===== src/rtl/pipeline_sequencer.sv =====
// Run/step/halt sequencer and hazard controller for a 5-stage MIPS pipeline.
// Produces the latch enables, the IF/ID flush and the ID/EX bubble. It also
// drains the pipeline after a HALT opcode and counts the advancing cycles.
module pipeline_sequencer #(
  parameter int                   NB_OPCODE    = 6,
  parameter int                   NB_REG_ADDR  = 5,
  parameter logic [NB_OPCODE-1:0] HALT_OPCODE  = 6'b111111,
  parameter int                   DRAIN_CYCLES = 4,
  parameter int                   NB_CYCLE_CNT = 32
) (
  input  logic                    i_clk,
  input  logic                    i_rst,
  input  logic                    i_start,
  input  logic                    i_mode_step,
  input  logic                    i_step,
  input  logic [NB_OPCODE-1:0]    i_id_opcode,
  input  logic [NB_REG_ADDR-1:0]  i_id_rs,
  input  logic [NB_REG_ADDR-1:0]  i_id_rt,
  input  logic                    i_ex_mem_read,
  input  logic [NB_REG_ADDR-1:0]  i_ex_rt,
  input  logic                    i_branch_taken,
  input  logic                    i_jump,
  output logic                    o_pipe_en,
  output logic                    o_pc_en,
  output logic                    o_if_id_en,
  output logic                    o_if_id_flush,
  output logic                    o_id_ex_bubble,
  output logic                    o_running,
  output logic                    o_halted,
  output logic [NB_CYCLE_CNT-1:0] o_cycle_count
);

  localparam logic [2:0] ST_IDLE   = 3'd0;
  localparam logic [2:0] ST_RUN    = 3'd1;
  localparam logic [2:0] ST_STEP   = 3'd2;
  localparam logic [2:0] ST_DRAIN  = 3'd3;
  localparam logic [2:0] ST_HALTED = 3'd4;

  // The counter only has to hold DRAIN_CYCLES-1.
  localparam int NB_DRAIN = (DRAIN_CYCLES > 2) ? $clog2(DRAIN_CYCLES) : 1;
  localparam logic [NB_DRAIN-1:0] DRAIN_LOAD = NB_DRAIN'(DRAIN_CYCLES - 1);

  logic [2:0]              state_q, state_d;
  logic                    step_mode_q, step_mode_d;
  logic [NB_DRAIN-1:0]     drain_cnt_q, drain_cnt_d;
  logic [NB_CYCLE_CNT-1:0] cycle_cnt_q, cycle_cnt_d;

  logic adv, lu, is_halt, in_exec;

  // Advance and hazard qualifiers shared by the output and next-state logic.
  always_comb begin
    in_exec = (state_q == ST_RUN) || (state_q == ST_STEP);
    adv     = (state_q == ST_RUN) ||
              ((state_q == ST_STEP) && i_step) ||
              ((state_q == ST_DRAIN) && (!step_mode_q || i_step));
    lu      = i_ex_mem_read && (i_ex_rt != '0) &&
              ((i_ex_rt == i_id_rs) || (i_ex_rt == i_id_rt));
    is_halt = (i_id_opcode == HALT_OPCODE);
  end

  // Pipeline control outputs. A load-use stall holds PC and IF/ID and takes
  // priority over any redirect or HALT that is sitting in ID.
  always_comb begin
    o_pipe_en      = adv;
    o_pc_en        = 1'b0;
    o_if_id_en     = 1'b0;
    o_if_id_flush  = 1'b0;
    o_id_ex_bubble = 1'b0;
    if (adv) begin
      if (state_q == ST_DRAIN) begin
        o_if_id_en     = 1'b1;
        o_if_id_flush  = 1'b1;
        o_id_ex_bubble = 1'b1;
      end else if (lu) begin
        o_id_ex_bubble = 1'b1;
      end else if (is_halt) begin
        o_if_id_en     = 1'b1;
        o_if_id_flush  = 1'b1;
        o_id_ex_bubble = 1'b1;
      end else begin
        o_pc_en       = 1'b1;
        o_if_id_en    = 1'b1;
        o_if_id_flush = i_branch_taken || i_jump;
      end
    end
    o_running     = in_exec || (state_q == ST_DRAIN);
    o_halted      = (state_q == ST_HALTED);
    o_cycle_count = cycle_cnt_q;
  end

  // Next state: start, HALT detection, drain countdown and the cycle counter.
  always_comb begin
    state_d     = state_q;
    step_mode_d = step_mode_q;
    drain_cnt_d = drain_cnt_q;
    cycle_cnt_d = cycle_cnt_q + {{(NB_CYCLE_CNT-1){1'b0}}, adv};
    case (state_q)
      ST_IDLE: begin
        if (i_start) begin
          step_mode_d = i_mode_step;
          state_d     = i_mode_step ? ST_STEP : ST_RUN;
        end
      end
      ST_RUN, ST_STEP: begin
        if (adv && !lu && is_halt) begin
          state_d     = ST_DRAIN;
          drain_cnt_d = DRAIN_LOAD;
        end
      end
      ST_DRAIN: begin
        if (adv) begin
          if (drain_cnt_q == '0) state_d = ST_HALTED;
          else                   drain_cnt_d = drain_cnt_q - NB_DRAIN'(1);
        end
      end
      default: ;
    endcase
  end

  // State registers with asynchronous active-low clear.
  always_ff @(posedge i_clk or negedge i_rst) begin
    if (!i_rst) begin
      state_q     <= ST_IDLE;
      step_mode_q <= 1'b0;
      drain_cnt_q <= '0;
      cycle_cnt_q <= '0;
    end else begin
      state_q     <= state_d;
      step_mode_q <= step_mode_d;
      drain_cnt_q <= drain_cnt_d;
      cycle_cnt_q <= cycle_cnt_d;
    end
  end

endmodule

===== config.mk =====
export PLATFORM = sky130hd
export DESIGN_NAME = pipeline_sequencer
export DESIGN_NICKNAME = d
export VERILOG_FILES = /design/src/rtl/pipeline_sequencer.sv
export SDC_FILE = /design/constraint.sdc
export NUM_CORES = 1
export LEC_CHECK = 0
export ABC_CLOCK_PERIOD_IN_PS = 4800
export CORE_AREA = 2 2 71 73
export DETAILED_ROUTE_END_ITERATION = 8
export DIE_AREA = 0 0 73 75
export HOLD_SLACK_MARGIN = 0.02
export PLACE_DENSITY = 0.77
export SETUP_SLACK_MARGIN = 0.1
export SYNTH_ARGS = -nofsm -noshare
export SYNTH_HDL_FRONTEND = slang
export SYNTH_SLANG_ARGS = --single-unit

===== constraint.sdc =====
create_clock -name i_clk -period 4.8 [get_ports i_clk]
set_input_delay 0.48 -clock i_clk [delete_from_list [all_inputs] [get_ports i_clk]]
set_output_delay 0.48 -clock i_clk [all_outputs]
set_load 0.005 [all_outputs]

==> impl_results.md, run 1 <==
* Internal power at 659.9 µW
* Total Neg Setup Slack at 0 ns
* Post-CTS Setup Inserts at 0
* Final Hold Vio Count at 0
* Clk Latency, worst-skew pair at 0.29 ns
* Post-synthesis sequential area ratio at a little under half
* Worst setup startpoint: i_ex_rt[1]
* Worst min path class: input port to async pin
* Most used flip-flop cell after synthesis: dfrtp_1
* Most frequent cells in the layout: 66 x clkdlybuf4s50_1, 38 x dfrtp_1, 22 x xor2_1
* Async SR Flop Fraction at 100.0%
* WL final at 4233 µm
* Num rows at 25
* Comb pwr share at 30.2%
* Worst slew margin at a little under half
* Sw frac at a little under a third
* Share of layout cells above drive strength 1 at 7.547%
* Max-cap violation count at 0
* Synth top area cells: dfrtp_1 46%, xor2_1 9.4%, xnor2_1 7.7%
* I/O pin count at between 60 and 70
* Post-DRT Antenna Nets at 0
* Clock-pin slew on the worst setup and hold paths at roughly 0.070 ns
* Vias in the first global route at 1532
* Mapped Nets at 227
* First-pass GRT wire length at 7086 µm
* DRC Markers at 0
* Slew @ Worst Pin at 0.8108 ns
* Final antenna diode count at 0
* Initial antenna violation count at 0
* Synth Instances at between 150 and 200
* WP data required at 4.32 ns
* Yosys warns at 0
* Library cells used by synthesis at 44
* Post-synth EDFFs at 0
* P_sw at 300.5 µW
* R2r worst-path depth at 10
* Initial core utilization at 44.08%
* Gpl congestion at approximately 0.81
* CTS Buffer Depth at 2
* DR vias at 1630
* Final #Nets at 296
* Via density at about 5
* CP peak stage delay at 0.57 ns
* Fmax at 320.4 MHz
* Critical Path Slowest Stage Cell: or4_1
* Peak supply drop at 318.3 µV
* DIE AREA at 0.005475 mm²
* Pwr dens at 337.0 mW/mm²
* Worst Path Arrival at approximately 2.6 ns
* Post-DP HPWL at 3222 µm
* Syn Std Cell Area at 0.002054 mm²
* Top cell type's share of synthesized area at 46.29%
* Final Max Slew Viols at 0
* Syn Area/Cell at 10.54 µm²
* Placed Cells incl. Taps at 311
* M1 WL at 1832 µm
* Worst setup SP type: input port
* Residual overflow from global routing at 0
* Largest net degree at the start of global routing at 39
* FF+latch count, synth at 38
* Period Utilization, post-route at 65.02%
* CTS tree: built
* DR iter-0 viols at 30
* Crit. End Element: output port
* # port buffers at 67
* Power share of the clock group at 23.1%
* # fillers at 397
* Final clock skew at 0.005447 ns
* Commonest non-fill, non-tap cell in the layout: clkdlybuf4s50_1
* Reg2reg end: o_cycle_count[30]
* Final Critical Period at 3.121 ns
* TritonCTS buffer count at 5
* Finished Layout Cells at 319
* Layout area overhead at 38.73%
* Post-CTS Hold Buffers at 0
* Routed wire length on met2 at 2171 µm
* Global Route Usage Sum at 16.70%
* Final setup fails at 0
* Met3 Routed Length at 166 µm
* Seq pwr share at 46.7%
* DR pass1 iterations at 4
* Sink Count at 38
* Most frequent CP cell: clkdlybuf4s50_1
* Post-synth top area cell: dfrtp_1
* Reg-to-Reg Start: state_q[1]
* Die Span Y at 75 µm
* Unrepaired setup endpoints after global routing: false
* Crit Path Category: input port to output port
* DR top layer: met4
* Crit-path cells: clkdlybuf4s50_1 > or4_1 > o21ai_2 > nor2_2 > nor4_1 > clkdlybuf4s50_1
* Post-CTS Resized at 0
* Crit-path max FO at 6
* Post-DR wirelength/cell at 13.27 µm
* Final Util at 61.15%
* Chip Width at 73 µm
* Core Area at 0.004661 mm²
* End of the critical path: o_pc_en
* Leak Pwr at around 1.3 nW
* Status: complete, no violations
* Root Driver: clkbuf_8
* H-tree Lvls at 2
* R2R setup slack at 1.99 ns
* Min Hold Slack at 0.2790 ns
-- registers in the layout (all words and copies together), names as in the netlist --
name / flops
drain_cnt_q: 2
o_cycle_count: 32
state_q: 3
step_mode_q: 1
-- power groups by stage --
stage / Sequential, mW / Combinational, mW / Clock (mW)
after floorplan: 0.417 / 0.186 / 0
after global placement: 0.452 / 0.290 / 0
after detailed placement: 0.453 / 0.294 / 0
after CTS: 0.448 / 0.296 / 0.229
after global routing: 0.460 / 0.326 / 0.241
final: 0.449 / 0.290 / 0.222
-- how the worst min path moves through the flow --
stage                     cells past startpoint                end  slack, ns
after floorplan                               0     drain_cnt_q[0]       0.18
after global placement                        1  o_cycle_count[31]       0.46
after detailed placement                      1  o_cycle_count[31]       0.47
after CTS                                     1  o_cycle_count[31]       0.31
after global routing                          1  o_cycle_count[31]       0.34
final                                         1  o_cycle_count[31]       0.28
-- routing by layer --
metal / vias to the layer above / GRT usage [%]
met2: 31 / 28.33
met3: 8 / 3.882
met4: 0 / 5.556
met5: - / 0
li1: 814 / -
met1: 777 / 21.15
-- worst max-delay path: cells and delay by family --
| family | cells | cell delay, ns |
|---|---|---|
| AO/OA/AOI/OAI | 1 | 0.21 |
| AND/OR/NAND/NOR | 3 | 0.94 |
| buffers and inverters | 2 | 1.01 |
-- synthesized netlist by cell type, types with 2 or more instances --
master / instances
nand3b_1: 2
buf_2: 2
nand2_1: 15
o21ai_0: 2
nor3_1: 4
a221oi_1: 2
xnor2_1: 18
buf_4: 2
and3_1: 4
and2_1: 4
nand3_1: 9
nor2_1: 15
xor2_1: 22
inv_1: 9
nand4_4: 2
a211o_1: 2
and4_1: 4
a22oi_1: 2
mux2_2: 2
a21oi_1: 4
ha_1: 3
nand4_1: 5
nor3_4: 2
a21o_1: 2
dfrtp_1: 38
-- cell type report --
class / instances / area [µm²] / share of cell area [%]
Timing Repair Buffer: 67 / 665.6 / 23.35
Inverter: 9 / 33.78 / 1.185
Clock buffer: 7 / 86.33 / 3.029
Sequential cell: 38 / 950.9 / 33.36
Tap cell: 54 / 67.56 / 2.371
Multi-Input combinational cell: 143 / 1041 / 36.52
Clock inverter: 1 / 5.005 / 0.1756
-- metrics by stage --
step / area (µm²) / setup WS (ns) / total power, mW
2_1_floorplan: 2054 / 2.379 / 0.6030
3_3_place_gp: 2759 / 1.607 / 0.7418
3_5_place_dp: 2759 / 1.591 / 0.7476
4_1_cts: 2850 / 1.676 / 0.9724
5_1_grt: 2850 / 1.551 / 1.027
6_report: 2850 / 1.679 / 0.9605
-- kinds of logic (layout without fill, tap and decap cells) --
kind of cell    Yosys count  in the layout  synth area share, %
flops                    38             38                46.28
simple gates             76             76                22.41
mux                       2              2                1.096
compound gates           22             22                8.283
buf+inv                  14             84                3.045
fa+ha+maj                 3              3                1.827
xor+xnor                 40             40                17.05
(Power assumes the default switching activity.)
==> inputs of run 2 (changes only) <==
--- a/config.mk
+++ b/config.mk
@@ -5,12 +5,12 @@
 export SDC_FILE = /design/constraint.sdc
 export NUM_CORES = 1
 export LEC_CHECK = 0
-export ABC_CLOCK_PERIOD_IN_PS = 4800
-export CORE_AREA = 2 2 71 73
+export ABC_CLOCK_PERIOD_IN_PS = 2500
+export CORE_AREA = 2 2 74 76
 export DETAILED_ROUTE_END_ITERATION = 8
-export DIE_AREA = 0 0 73 75
+export DIE_AREA = 0 0 76 78
 export HOLD_SLACK_MARGIN = 0.02
-export PLACE_DENSITY = 0.77
+export PLACE_DENSITY = 0.74
 export SETUP_SLACK_MARGIN = 0.1
 export SYNTH_ARGS = -nofsm -noshare
 export SYNTH_HDL_FRONTEND = slang
==> constraint.sdc (replaced) <==
create_clock -name i_clk -period 2.5 [get_ports i_clk]
set_input_delay 0.25 -clock i_clk [delete_from_list [all_inputs] [get_ports i_clk]]
set_output_delay 0.25 -clock i_clk [all_outputs]
set_load 0.005 [all_outputs]
==> impl_results.md, run 2 (synthesized netlist as in run 1, its figures left out) <==
* Worst min path class: input port to async pin
* Storage cell area at 950.9 µm²
* Share of layout cells above drive strength 1 at between 10% and 20%
* Post-Place Setup Slack at -0.04555 ns
* Vias in the first global route at roughly 1700
* Status: complete, no violations
* DRC Markers at 0
* Critical Path Slowest Stage Cell: or4_4
* Num rows at 26
* Post-CTS Hold Buffers at 0
* CP peak stage delay at around 0.55 ns
* Die Span Y at between 70 and 80 µm
* R2r worst-path depth at 12
* Commonest non-fill, non-tap cell in the layout: clkdlybuf4s50_1
* Sink Count at 38
* Power Total at 1.909 mW
* H-tree Lvls at 2
* Routed wire length on met2 at 2462 µm
* Largest net degree at the start of global routing at 39
* Final #Nets at 319
* DR iter-0 viols at 81
* Crit-path cells: clkdlybuf4s50_1 > or4_4 > o21ai_4 > nor2_4 > o31a_1 > dlygate4sd2_1
* Total Neg Setup Slack at 0 ns
* Root Driver: clkbuf_8
* Area of the multi-input gates at 0.001100 mm²
* # fillers at 442
* Layout area overhead at 50.06%
* Final Hold Vio Count at 0
* Worst setup SP type: input port
* Min Hold Slack at 0.06690 ns
* Reg-to-Reg Start: step_mode_q
* # port buffers at 67
* Gpl congestion at 0.8095
* DIE AREA at 0.005928 mm²
* Final Util at 61.14%
* DR vias at 1754
* Crit Path Category: input port to output port
* Pwr dens at 619.2 mW/mm²
* R2R setup slack at 0.30 ns
* Crit. End Element: output port
* Clk Latency, worst-skew pair at between 0.2 and 0.3 ns
* Final setup fails at 0
* Chip Width at approximately 76 µm
* Residual overflow from global routing at 0
* Worst slew margin at 45.15%
* Final WS setup at 0.1977 ns
* WP data required at 2.25 ns
* Post-DRT Antenna Nets at 0
* Post-DR wirelength/cell at 12.86 µm
* Max FFs per register at 32
* TritonCTS buffer count at 5
* Worst Path Arrival at around 2 ns
* Max-cap violation count at 0
* CTS Buffer Depth at 2
* First-pass GRT wire length at 7803 µm
* M1 WL at 1861 µm
* DR top layer: met4
* Reg2reg end: o_cycle_count[18]
* Peak supply drop at 287.6 µV
* Initial core utilization at 40.74%
* DR pass1 iterations at 4
* Global Route Usage Sum at approximately 16%
* Initial antenna violation count at 0
* I/O pin count at 68
* Slew @ Worst Pin at 0.8228 ns
* WL final at about 4600 µm
* Most frequent cells in the layout: 60 x clkdlybuf4s50_1, 38 x dfrtp_1, 23 x buf_4
* Final clock skew at about 0.0025 ns
* Final Critical Period at 2.302 ns
* End of the critical path: o_id_ex_bubble
* Core Area at around 0.0050 mm²
* Unrepaired setup endpoints after global routing: false
* Via density at 4.913
* Fmax at 434.4 MHz
* Leak Pwr at around 1.4 nW
* Clock-pin slew on the worst setup and hold paths at 0.06 ns
* Post-DP HPWL at 3637 µm
* CTS tree: built
* Final Max Slew Viols at 0
* Worst setup startpoint: i_ex_rt[1]
* Met3 Routed Length at around 220 µm
* Final antenna diode count at 0
* Period Utilization, post-route at 92.09%
* Crit-path max FO at 5
==> run 2: metal layers <==
metal / GRT usage, % / up-vias
li1: - / 861
met1: 19.69 / 834
met2: 29.64 / 53
met3: 3.140 / 6
met4: 4.909 / 0
met5: 0 / -
==> run 2: metrics by stage <==
| stage | area [µm²] | instances |
|---|---|---|
| finish | 3083 | 357 |
| CTS | 3080 | 357 |
| floorplan | 2098 | 195 |
| global placement | 2982 | 349 |
| global route | 3083 | 357 |
| detailed placement | 2982 | 349 |
==> run 2: worst min-delay path by stage <==
stage                from           endpoint  slack (ns)  depth (start not counted)
floorplan           i_rst     drain_cnt_q[0]       -0.05                          0
global placement    i_rst  o_cycle_count[27]        0.41                          1
detailed placement  i_rst  o_cycle_count[27]        0.41                          1
CTS                 i_rst  o_cycle_count[27]        0.11                          1
global route        i_rst  o_cycle_count[26]        0.15                          1
finish              i_rst  o_cycle_count[26]        0.07                          1
==> run 2: cell type report <==
type | instances | share of cell area, %
multi-input combinational | 143 | 35.67
sequential | 38 | 30.84
timing repair buffer | 90 | 27.07
tap | 70 | 2.841
inverter | 9 | 1.096
clock buffer | 7 | 2.476
==> run 2: report_power, final <==
part	internal, mW	leakage (nW)	total (mW)	switching [mW]
combinational	0.403	0.886	0.711	0.308
clock	0.192	0.0383	0.380	0.189
sequential	0.708	0.500	0.818	0.109
==> run 2: repair_timing <==
action                     CTS  global route
resized for setup            9             1
pin swaps                    0             2
setup endpoints to repair    4             2
setup buffers                1             0
==> run 2: worst max-delay path, delay by kind of cell <==
family                 cells  cell delay [ns]
AO/OA/AOI/OAI              2             0.50
buffers and inverters      2             0.68
AND/OR/NAND/NOR            2             0.62
==> inputs of run 3 (changes only) <==
--- a/config.mk
+++ b/config.mk
@@ -6,11 +6,12 @@
 export NUM_CORES = 1
 export LEC_CHECK = 0
 export ABC_CLOCK_PERIOD_IN_PS = 2500
-export CORE_AREA = 2 2 74 76
+export CORE_AREA = 2 2 76 78
 export DETAILED_ROUTE_END_ITERATION = 8
-export DIE_AREA = 0 0 76 78
+export DIE_AREA = 0 0 78 80
+export GPL_ROUTABILITY_DRIVEN = 0
 export HOLD_SLACK_MARGIN = 0.02
-export PLACE_DENSITY = 0.74
+export PLACE_DENSITY = 0.71
 export SETUP_SLACK_MARGIN = 0.1
 export SYNTH_ARGS = -nofsm -noshare
 export SYNTH_HDL_FRONTEND = slang
==> impl_results.md, run 3 (synthesized netlist as in run 1, its figures left out) <==
* Residual overflow from global routing at 0
* Clk Latency, worst-skew pair at 0.29 ns
* Slew @ Worst Pin at 0.8229 ns
* CP peak stage delay at 0.50 ns
* Final setup fails at 0
* CTS tree: built
* Final Util at 58.26%
* Final antenna diode count at 0
* Initial antenna violation count at 0
* Initial core utilization at between 30% and 40%
* Area after DPL at 0.002954 mm²
* Core Area at 0.005405 mm²
* Worst min path class: input port to async pin
* Max FFs per register at 32
* Post-DRT Antenna Nets at 0
* H-tree Lvls at 2
* Vias in the first global route at 1743
* WL final at between 4000 and 5000 µm
* Crit. End Element: flop
* Reg2reg end: o_cycle_count[30]
* Top cell family by delay on the critical path: buffers and inverters
* Global Route Usage Sum at between 10% and 20%
* Most frequent CP cell: buf_4
* DIE AREA at 0.006240 mm²
* CTS Buffer Depth at 2
* Buf/Inv on CP at 11
* Crit-path cells: clkdlybuf4s50_1 > o21ai_4 > buf_4 > buf_4 > buf_4 > buf_4 > buf_4 > buf_4 > buf_4 > buf_4 > buf_4 > buf_4 > nand3_1 > o21ai_0 > a211o_1
* WP data required at 2.67 ns
* Worst setup SP type: input port
* Commonest non-fill, non-tap cell in the layout: clkdlybuf4s50_1
* Pwr dens at between 600 and 700 mW/mm²
* Status: complete, no violations
* Crit Path Category: input port to flop
* Final Critical Period at 2.235 ns
* Final Hold Vio Count at 0
* Via density at 4.827
* Share of layout cells above drive strength 1 at 18.77%
* Worst Path Arrival at between 2 and 2.5 ns
* Final clock skew at 0.008746 ns
* DR pass1 iterations at 4
* DR iter-0 viols at 70
* DR vias at 1762
* Most frequent cells in the layout: 57 x clkdlybuf4s50_1, 38 x dfrtp_1, 28 x buf_4
* Period Utilization, post-route at 89.41%
* Num rows at 27
* Leak Pwr at around 1.5 nW
* Largest net degree at the start of global routing at 39
* Final #Nets at roughly 320
* Critical Path Slowest Stage Cell: clkdlybuf4s50_1
* Clock-pin slew on the worst setup and hold paths at 0.08 ns
* Root Driver: clkbuf_8
* I/O pin count at 68
* Worst slew margin at 45.14%
* Reg-to-Reg Start: step_mode_q
* Fmax at 447.4 MHz
* Post-DP HPWL at approximately 3400 µm
* Crit-path max FO at 3
* Unrepaired setup endpoints after global routing: false
* Peak supply drop at between 300 and 400 µV
* Max-cap violation count at 0
* Die Span Y at 80 µm
* TritonCTS buffer count at 5
* # port buffers at 67
* R2r worst-path depth at 11
* First-pass GRT wire length at 7541 µm
* Final instance area at ~0.0031 mm²
* Chip Width at ~78 µm
* Post-DR wirelength/cell at 11.92 µm
* Sink Count at 38
* Layout area overhead at 53.29%
* R2R setup slack at 0.29 ns
* Final Max Slew Viols at 0
* DRC Markers at 0
* # fillers at around 490
[run 3: final cells by class]
type | count | area [µm²] | area share, %
Tap cell | 72 | 90.09 | 2.861
Sequential cell | 38 | 950.9 | 30.19
Clock inverter | 2 | 12.51 | 0.3973
Multi-Input combinational cell | 143 | 1100 | 34.92
Clock buffer | 6 | 82.58 | 2.622
Timing Repair Buffer | 95 | 879.6 | 27.93
Inverter | 9 | 33.78 | 1.073
[run 3: what timing repair did]
item                       CTS  global route
pin swaps                    1             3
hold buffers                 0             0
setup endpoints to repair    4             4
gates resized for setup      9             4
buffers inserted             9             1
[run 3: metrics by stage]
stage / instances / worst slack (ns) / hold slack (ns) / TNS, ns / power (mW)
6_report: 365 / 0.2648 / 0.04506 / 0 / 1.972
5_1_grt: 365 / 0.1341 / 0.1247 / 0 / 2.112
4_1_cts: 364 / 0.06603 / 0.08686 / 0 / 1.994
3_5_place_dp: 347 / -0.07072 / 0.4018 / -0.2807 / 1.551
3_3_place_gp: 347 / -0.02858 / 0.4039 / -0.02858 / 1.535
2_1_floorplan: 195 / 0.1143 / -0.04559 / 0 / 1.206
[run 3: how the worst max path moves through the flow]
stage                       start                end  cells after the start
floorplan              state_q[1]  o_cycle_count[30]                     12
global placement       i_ex_rt[3]            o_pc_en                      6
detailed placement     i_ex_rt[3]            o_pc_en                      6
CTS                    i_ex_rt[1]     drain_cnt_q[1]                     15
global route          step_mode_q  o_cycle_count[30]                     11
finish              i_ex_mem_read     drain_cnt_q[1]                     15
[run 3: power by group]
part / leakage, nW / switching, mW / internal [mW]
sequential: 0.500 / 0.108 / 0.708
combinational: 0.931 / 0.311 / 0.409
clock: 0.0472 / 0.215 / 0.222
[run 3: layer usage]
layer | wire length [µm] | GRT usage, % | part of all wire, %
met1 | 1930 | 18.52 | 44
met2 | 2126 | 25.60 | 49
met3 | 243 | 4.072 | 5.6
met4 | 51 | 4.211 | 1.2
met5 | 0 | 0 | 0
